### src/rtl/bi_bcd_seq.sv
// Sequential binary-to-BCD converter (double dabble), one bit per clock.
// Optional macro BI_BCD_SIGNED_EN: two's-complement input, magnitude + sign_out.
module bi_bcd_seq #(
  parameter int BIN_W  = 32,  // binary input width, at least 4
  parameter int DIGITS = 10   // BCD digits, 10**DIGITS must exceed 2**BIN_W
) (
  input  logic                  clk,
  input  logic                  rst_n,
  input  logic                  start,
  input  logic [BIN_W-1:0]      binary_in,
  output logic                  busy,
  output logic                  done,
  output logic [4*DIGITS-1:0]   bcd_out
`ifdef BI_BCD_SIGNED_EN
  ,
  output logic                  sign_out
`endif
);

  localparam logic [0:0] IDLE  = 1'b0;
  localparam logic [0:0] SHIFT = 1'b1;
  localparam int CNT_W = $clog2(BIN_W);

  logic [0:0]          state;
  logic [CNT_W-1:0]    cnt;
  logic [BIN_W-1:0]    bin_q;
  logic [BIN_W-1:0]    magnitude;
  logic [4*DIGITS-1:0] bcd_q;
  logic [4*DIGITS-1:0] bcd_adj;
  logic [4*DIGITS-1:0] bcd_step;

`ifdef BI_BCD_SIGNED_EN
  logic neg_q;
  // Negating -2**(BIN_W-1) yields 2**(BIN_W-1) read as unsigned, which is exact.
  assign magnitude = binary_in[BIN_W-1] ? ('0 - binary_in) : binary_in;
`else
  assign magnitude = binary_in;
`endif

  // NOTE: bcd_adj gets a full default before the loop so no path leaves it unassigned (no latch).
  always_comb begin
    bcd_adj = bcd_q;
    for (int i = 0; i < DIGITS; i++) begin
      if (bcd_q[4*i +: 4] >= 4'd5) begin
        bcd_adj[4*i +: 4] = bcd_q[4*i +: 4] + 4'd3;
      end
    end
  end

  // Shift the whole {bcd, bin} pair left by one: binary MSB enters BCD digit 0.
  assign bcd_step = {bcd_adj[4*DIGITS-2:0], bin_q[BIN_W-1]};

  assign busy = (state == SHIFT);

  // NOTE: all state is updated with non-blocking assignments so every register samples pre-edge values.
  always_ff @(posedge clk or negedge rst_n) begin
    if (!rst_n) begin
      state    <= IDLE;
      cnt      <= '0;
      bin_q    <= '0;
      bcd_q    <= '0;
      bcd_out  <= '0;
      done     <= 1'b0;
`ifdef BI_BCD_SIGNED_EN
      neg_q    <= 1'b0;
      sign_out <= 1'b0;
`endif
    end else begin
      done <= 1'b0;
      if (state == IDLE) begin
        if (start) begin
          bin_q <= magnitude;
          bcd_q <= '0;
          cnt   <= '0;
          state <= SHIFT;
`ifdef BI_BCD_SIGNED_EN
          neg_q <= binary_in[BIN_W-1];
`endif
        end
      end else begin
        bin_q <= bin_q << 1;
        bcd_q <= bcd_step;
        cnt   <= cnt + CNT_W'(1);
        // The last step publishes directly, so bcd_out never shows partial digits.
        if (cnt == CNT_W'(BIN_W - 1)) begin
          state    <= IDLE;
          done     <= 1'b1;
          bcd_out  <= bcd_step;
`ifdef BI_BCD_SIGNED_EN
          sign_out <= neg_q;
`endif
        end
      end
    end
  end

endmodule

### config.mk
export PLATFORM = sky130hd
export DESIGN_NAME = bi_bcd_seq
export DESIGN_NICKNAME = d
export VERILOG_FILES = /design/src/rtl/bi_bcd_seq.sv
export SDC_FILE = /design/constraint.sdc
export NUM_CORES = 1
export LEC_CHECK = 0
export CAP_MARGIN = 5
export CELL_PAD_IN_SITES_DETAIL_PLACEMENT = 0
export CELL_PAD_IN_SITES_GLOBAL_PLACEMENT = 1
export CORE_MARGIN = 1.5
export CORE_UTILIZATION = 45
export DETAILED_ROUTE_END_ITERATION = 6
export DONT_BUFFER_PORTS = 1
export MAX_ROUTING_LAYER = met4
export PLACE_DENSITY = 0.75
export SYNTH_ARGS = -nofsm -noshare
export SYNTH_HDL_FRONTEND = slang
export SYNTH_SLANG_ARGS = --single-unit
### constraint.sdc
create_clock -name clk -period 2.34 [get_ports clk]
set_input_delay 0.351 -clock clk [delete_from_list [all_inputs] [get_ports clk]]
set_output_delay 0.351 -clock clk [all_outputs]
set_load 0.005 [all_outputs]
Word-level counts from Yosys, hierarchy flattened --
Index checks and enable logic that the tools add are counted.
Storage, ports and cells: register bits after elaboration 119, bits of input ports 35
Cells by class: magnitude comparators 10, reductions and logical operators 2, equal/unequal tests 1, add/subtract/negate cells 11, mux-type cells 21
Operator list (number):
- 40-bit 2-to-1 mux | 2
- 32-bit 2-to-1 mux | 2
- 4-bit by 3-bit greater-or-equal comparator with 1-bit output, second input constant | 10
- 4-bit by 2-bit adder with 4-bit output, second input constant | 9
- 4-bit 2-to-1 mux | 9
- 5-bit 2-to-1 mux | 2
- 5-bit by 1-bit adder with 5-bit output, second input constant | 1
- 5-bit == test, second input constant | 1
- 1-bit 2-to-1 mux | 5
- 3-bit by 2-bit adder with 3-bit output, second input constant | 1
- 3-bit 2-to-1 mux | 1
- 2-bit AND reduction | 1
- 2-bit nonzero test | 1

Longest topological paths before layout --
Gate-level depths: netlist (run 1).
depth in word-level cells 3, mapped depth 8, gate-level depth less buffers 7

Worst setup path after synthesis (run 1) --
OpenSTA, ideal clock, no wires.
path type register -> register, start register cnt[0], end register bcd_out[10], path slack 459 ps, stages on the path, launching flop included 8, required time 2205 ps, data arrival time 1746 ps, buffers on the path 2, setup time 135 ps, period minus slack after synthesis 1881 ps, path through dfrtp_1 ha_1 and3_1 ha_1 nand2_2 clkbuf_1 clkbuf_1 o31ai_1
On the way: word-level cells in the longest chain between the ends 2
RTL lines:
- from (decl) | RTL line 25 | logic [CNT_W-1:0] cnt;
- from (signal assigned) | RTL line 83 | cnt <= cnt + CNT_W'(1);
- 5-bit == test | RTL line 85 | if (cnt == CNT_W'(BIN_W - 1)) begin
- 2-bit AND reduction (no line)
- to (signal assigned) | RTL line 88 | bcd_out <= bcd_step;
- to (decl) | RTL line 13 | output logic [4*DIGITS-1:0] bcd_out
No other way between the ends. A chain may end at the register's enable or synchronous reset.

Worst setup path after layout (run 1) --
start register cnt[0], end register bcd_out[1]
Same word-level chain as after synthesis.

==> reports/qor.yml, run 1 <==
grt:
  grt_max_degree: 120
  grt_pass1_vias: 4784
  grt.total_usage: 0.209
  grt_pass1_wl_mm: 23.8
  grt-ovfl-total: 0
  antenna_found_initial: 0
yosys:
  synth.yosys.seq_area_share: 0.469
  synthArstFlopShare: 1.00
  synthMuxAreaShare: 0.0520
  ys_ff_latch: 119
  syn-num-nets: 729
  ys_warn_count: 0
  synthAdderAreaFrac: 0.0433
  synth_area_per_cell_um2: 9.46
  synth_top_family_by_area: "compound AO/OA/AOI/OAI gates"
  yosysUniqueCellTypes: 37
  netlist.area_leader.share: 0.469
  synthCells: 672
  synth_ff_type: "dfrtp_1"
  synth_area_leaders: "dfrtp_1, nand2_1, mux2i_1, o21ai_0, ha_1"
  synth_xor_area_frac: 0.00276
  synth-compound-area-share: 0.206
  synthesis.area_um2: 6350
  synth_edf_count: 0
  synthSimpleGateAreaFrac: 0.173
  synth_top_cell_by_area: "dfrtp_1"
critical_path:
  crit_chain: "ha_1 > and3_1 > ha_1 > nand2_2 > inv_1 > a31oi_1 > o311ai_0"
  critPathCaptureType: "flop"
  rr_endpoint: "bcd_out[1]"
  crit_type: "reg -> reg"
  arrival_ns: 2.40
  path_depth: 7
  reg2reg_slack_ns: 0.21
  reg2reg_from: "cnt[0]"
  r2r_cells: 7
  critPathLaunchType: "flop"
  crit_buf_inv: 1
  crit_top_cell: "ha_1"
  worstPathMaxFanout: 22
  slowest_delay_ns: 0.40
  cpMaxStageDelayCell: "dfrtp_1"
  cp_top_family: "compound AO/OA/AOI/OAI gates"
  critPathRequiredTime_ns: 2.61
placed_design:
  dp_hpwl_mm: 8.63
  place_inst: 802
  numPortBuffers: 0
  placed_area_um2: 6420
  dp_slack_ns: 0.212
  gp_congestion: 0.810
detailed_routing:
  drt-total-wl_mm: 14.1
  drtAntennaViolNets: 0
  drc: 0
  drt-pass1-iter-count: 4
  met2_wirelength_mm: 6.50
  wl_met1_mm: 6.71
  via_per_inst: 5.92
  drt_iter0_markers: 441
  wire_per_inst_um: 16.9
  num_vias: 4937
  met3_length_um: 683
  top_layer_used: "met4"
die:
  fp.dieW_um: 122
  rows: 43
  ios: 77
  die_y_um: 122
  die_area_um2: 14800
  core_um2: 13800
  initial_utilization: 0.460
layout:
  instances_no_fill: 834
  final_cell_area_um2: 7080
  syn_to_final_growth_pct: 11.4
  n_fill_cell: 1248
  n_antenna_cell: 0
  drive_gt1_frac: 0.0688
  final_util: 0.512
  fin_nets: 698
cts:
  cts_buffers: 17
  cts_resized: 0
  cts.sinks: 119
  cts_buffer_depth: 2
  cts_tree: "done"
  cts_setup_buffers: 0
  clock_latency_ns: 0.41
  clk_pin_slew_worst_paths_ns: 0.05
  cts_root_buf: "clkbuf_16"
  ctsHtreeMaxLevel: 4
worst_hold_path:
  hp-class: "in -> async"
power:
  finalPower_mw: 10.3
  ir_drop_v: 0.000620
  p_leak_nw: 3.04
  power_density_nw_per_um2: 1460
sta:
  rsz0062_at_grt: "no"
  setup_violations: 0
  holdWs_ns: -0.365
  slew_violations: 0
  worst_pin_slew_ns: 0.915
  maxSlewHeadroom: 0.389
  hold_violations: 119
  fin_crit_sh: 0.911
  finClkSkew_ns: 0.00735
  clock.fmax_ghz: 0.469
  fin_crit_ns: 2.13
  tns_ns: 0
  worst_slack_ns: 0.208
status:
  violations: "hold timing"
  status: "finished with violations"
job:
  maxCapViolations: 0
where the power goes:
group	switching [mW]	total [mW]	leakage (nW)	internal [mW]
Combinational	1.93	3.42	1.23	1.49
Clock	0.905	2.85	0.326	1.94
Sequential	1.04	4.04	1.48	2.99
Total	3.88	10.3	3.04	6.42
worst register-to-register path: stages (launching register included):
cell and delay [ns]:
dfrtp_1 0.40, ha_1 0.23, and3_1 0.19, ha_1 0.19, nand2_2 0.11, inv_1 0.40
a31oi_1 0.31, o311ai_0 0.15
metal layers:
layer	track usage	vias up
li1	-	2409
met1	0.271	2402
met2	0.316	106
met3	0.0562	20
met4	0.0706	0
met5	-	-
cells in the final DEF, fill, tap and decap left out, types with 2 or more instances in the layout:
master,instances
a32oi_1,7
a2111o_1,20
dfrtp_1,118
mux2i_1,33
ha_1,22
a21boi_0,10
o31ai_1,21
nor2_1,4
clkbuf_16,17
nor3b_1,10
a211oi_1,10
clkbuf_8,6
a311o_1,9
nand2_1,107
nor2b_1,16
or4_1,9
bufinv_16,4
inv_1,22
o311ai_0,8
nand3_1,48
buf_4,8
clkinv_2,4
a31oi_1,10
nor4_1,9
o32a_1,3
nand2b_1,10
o22ai_1,11
buf_12,2
nor3_1,9
o21ai_0,62
a21oi_1,11
nand4_1,4
kinds of logic (layout without fill, tap and decap cells):
kind of cell               after synthesis  count (layout)
xor gates and xnor gates                 2               2
DFF                                    119             119
buffers and inverters                   83              65
muxes                                   33              33
and+or+nand+nor                        228             228
AOI/OAI and AO/OA                      185             185
adders and majority gates               22              22
sequential cells by signal (all words and copies together), names as in the netlist:
| register | cells |
|---|---|
| bcd_out | 40 |
| bcd_q | 40 |
| bin_q | 32 |
| busy | 1 |
| cnt | 5 |
| done | 1 |
Yosys cell counts (6+ instances only):
master / n
a2111o_1: 20
a211oi_1: 10
a21boi_0: 10
a21oi_1: 11
a311o_1: 9
a31oi_1: 10
a32oi_1: 7
buf_2: 21
clkbuf_1: 29
clkbuf_2: 6
dfrtp_1: 119
ha_1: 22
inv_1: 23
mux2i_1: 33
nand2_1: 107
nand2b_1: 10
nand3_1: 48
nor2b_1: 16
nor3_1: 9
nor3b_1: 10
nor4_1: 9
o21ai_0: 62
o22ai_1: 11
o311ai_0: 8
o31ai_1: 21
or4_1: 9
worst max path at each step:
stage,to,start,slack [ns]
final,bcd_out[1],cnt[0],0.21
after global routing,bcd_out[13],cnt[0],0.04
after CTS,bcd_out[1],cnt[0],0.20
after detailed placement,bcd_out[1],cnt[0],0.21
after global placement,bcd_out[33],cnt[0],0.29
after floorplan,bcd_out[10],cnt[0],0.46
final cells by class:
cell class	count	area, um^2	share of cell area
clock inverters	8	140	0.0198
clock buffers	24	512	0.0723
flip-flops and latches	119	2980	0.421
well taps	180	225	0.0318
multi-input cells	470	3030	0.428
repair buffers	10	100	0.0141
inverters	23	86.3	0.0122
Note: power is estimated with default switching activity, not from simulation.
==> run 2: changes to the inputs <==
--- a/config.mk
+++ b/config.mk
@@ -9,11 +9,11 @@
 export CELL_PAD_IN_SITES_DETAIL_PLACEMENT = 0
 export CELL_PAD_IN_SITES_GLOBAL_PLACEMENT = 1
 export CORE_MARGIN = 1.5
-export CORE_UTILIZATION = 45
+export CORE_UTILIZATION = 49
 export DETAILED_ROUTE_END_ITERATION = 6
 export DONT_BUFFER_PORTS = 1
 export MAX_ROUTING_LAYER = met4
-export PLACE_DENSITY = 0.75
+export PLACE_DENSITY = 0.8
 export SYNTH_ARGS = -nofsm -noshare
 export SYNTH_HDL_FRONTEND = slang
 export SYNTH_SLANG_ARGS = --single-unit
==> run 2 against run 1 <==
  * The flow still finishes with violations (hold timing)
  * Worst setup slack lost 0.057 ns
  * Sequential cell count stayed put
  * Non-clock buffer count fell by 2
  * First-iteration DRC count shrank 17%
  * Clock power down 14%
  * Clock-buffer cell count shrank 2
  * Critical path depth unchanged
  * Routed wire length fell by 0.38%
  * Combinational power about the same
  * Register-to-register slack got worse by 0.06 ns
  * Total power down 3.8%
==> reports/qor.yml, run 2 (synthesis results as in run 1) <==
status:
  status: "finished with violations"  # unchanged
  violations: "hold timing"  # unchanged
placed_design:
  placed_area_um2: 6410  # was 6420 um^2
  gp_congestion: 0.823  # was 0.810
  dp_hpwl_mm: 8.54  # was 8.63 mm
  numPortBuffers: 0  # unchanged
sta:
  slew_violations: 0  # unchanged
  setup_violations: 0  # unchanged
  rsz0062_at_grt: "yes"  # was no
  tns_ns: 0  # unchanged
  fin_crit_ns: 2.19  # was 2.13 ns
  hold_violations: 119  # unchanged
  maxSlewHeadroom: 0.410  # was 0.389
  worst_pin_slew_ns: 0.885  # was 0.915 ns
  fin_crit_sh: 0.936  # was 0.911
  holdWs_ns: -0.384  # was -0.365 ns
  finClkSkew_ns: 0.0150  # was 0.00735 ns
  clock.fmax_ghz: 0.457  # was 0.469 GHz
grt:
  antenna_found_initial: 0  # unchanged
  grt.total_usage: 0.229  # was 0.209
  grt_max_degree: 120  # unchanged
  grt_pass1_wl_mm: 23.6  # was 23.8 mm
  grt-ovfl-total: 0  # unchanged
  grt_pass1_vias: 4829  # was 4784
critical_path:
  crit_chain: "ha_1 > and3_1 > ha_1 > nand2_2 > inv_1 > a31oi_1 > o311ai_0"  # unchanged
  crit_type: "reg -> reg"  # unchanged
  crit_top_cell: "ha_1"  # unchanged
  cpMaxStageDelayCell: "dfrtp_1"  # unchanged
  critPathRequiredTime_ns: 2.63  # was 2.61 ns
  worstPathMaxFanout: 22  # unchanged
  arrival_ns: 2.47  # was 2.40 ns
  slowest_delay_ns: 0.40  # about the same
  critPathCaptureType: "flop"  # unchanged
  critPathLaunchType: "flop"  # unchanged
cts:
  cts.sinks: 119  # unchanged
  clock_latency_ns: 0.43  # was 0.41 ns
  cts_setup_buffers: 0  # unchanged
  cts_buffers: 17  # unchanged
  clk_pin_slew_worst_paths_ns: 0.05  # about the same
  cts_root_buf: "clkbuf_16"  # unchanged
  cts_tree: "done"  # unchanged
  cts_resized: 0  # unchanged
  cts_buffer_depth: 2  # unchanged
  ctsHtreeMaxLevel: 4  # unchanged
layout:
  final_cell_area_um2: 6970  # was 7080 um^2
  final_common_cell: "dfrtp_1"  # unchanged
  fin_nets: 696  # was 698
  final_cell_mix: "dfrtp_1, nand2_1, o21ai_0, nand3_1, mux2i_1"  # unchanged
  syn_to_final_growth_pct: 9.71  # was 11.4%
  n_fill_cell: 1176  # was 1248
  drive_gt1_frac: 0.0645  # was 0.0688
  n_antenna_cell: 0  # unchanged
  final_util: 0.552  # was 0.512
  reg.largest.list: "bcd_out x40, bcd_q x40, bin_q x32"  # unchanged
detailed_routing:
  via_per_inst: 5.96  # was 5.92
  num_vias: 4906  # was 4937
  wire_per_inst_um: 17.1  # was 16.9 um
  drt-pass1-iter-count: 4  # unchanged
  drt_iter0_markers: 365  # was 441
  drt-total-wl_mm: 14.1  # about the same
  drtAntennaViolNets: 0  # unchanged
  drc: 0  # unchanged
power:
  ir_drop_v: 0.000620  # about the same
  power_density_nw_per_um2: 1420  # was 1460 nW/um^2
  p_leak_nw: 2.99  # was 3.04 nW
  finalPower_mw: 9.91  # was 10.3 mW
worst_hold_path:
  hp-class: "in -> async"  # unchanged
job:
  maxCapViolations: 0  # unchanged
die:
  die_y_um: 117  # was 122 um
  initial_utilization: 0.504  # was 0.460
  core_um2: 12600  # was 13800 um^2
  rows: 41  # was 43
  fp.dieW_um: 117  # was 122 um
  ios: 77  # unchanged
  die_area_um2: 13700  # was 14800 um^2
[run 2: final timing paths]
| path | start | end | slack, ns | cells past startpoint |
|---|---|---|---|---|
| worst max-delay path | cnt[0] | bcd_out[1] | 0.15 | 7 |
| worst min-delay path | rst_n | bcd_out[38] | -0.38 | 0 |
| worst max register to register | cnt[0] | bcd_out[1] | 0.15 | 7 |
| worst min register to register | bin_q[6] | bin_q[7] | 0.48 | 2 |
| max in group asynchronous | rst_n | bcd_q[19] | 2.54 | 0 |
| min in group clk | start | bcd_q[15] | 0.02 | 1 |
[run 2: layer usage]
metal	track usage	vias to the layer above	wire length, um
met5	-	-	0
met4	0.0940	0	228
met3	0.0711	15	829
met2	0.344	114	6520
met1	0.288	2375	6480
li1	-	2402	-
[run 2: cell type report]
type | instances | area, um^2 | area share
multi-input cells | 470 | 3030 | 0.435
repair buffers | 8 | 97.6 | 0.0140
flip-flops and latches | 119 | 2980 | 0.428
clock buffers | 22 | 484 | 0.0695
well taps | 172 | 215 | 0.0309
inverters | 23 | 86.3 | 0.0124
clock inverters | 9 | 75.1 | 0.0108
[run 2: power by group]
| group | leakage [nW] | switching (mW) | internal [mW] |
|---|---|---|---|
| clock network | 0.277 | 0.911 | 1.55 |
| registers | 1.48 | 1.07 | 2.99 |
| logic | 1.23 | 1.90 | 1.49 |
| total | 2.99 | 3.88 | 6.03 |
[run 2: per-stage QoR]
step	setup slack, ns	std cells
global route	-0.0164	823
CTS	0.111	823
detailed placement	0.209	792
finish	0.151	823
floorplan	0.459	672
global placement	0.283	792
[run 2: critical path, delay by kind of cell, from the launching register on]
family,cells,cell delay (ns)
buf+inv,1,0.39
simple gates,2,0.29
compound gates,2,0.51
flops,1,0.40
fa+ha+maj,2,0.43
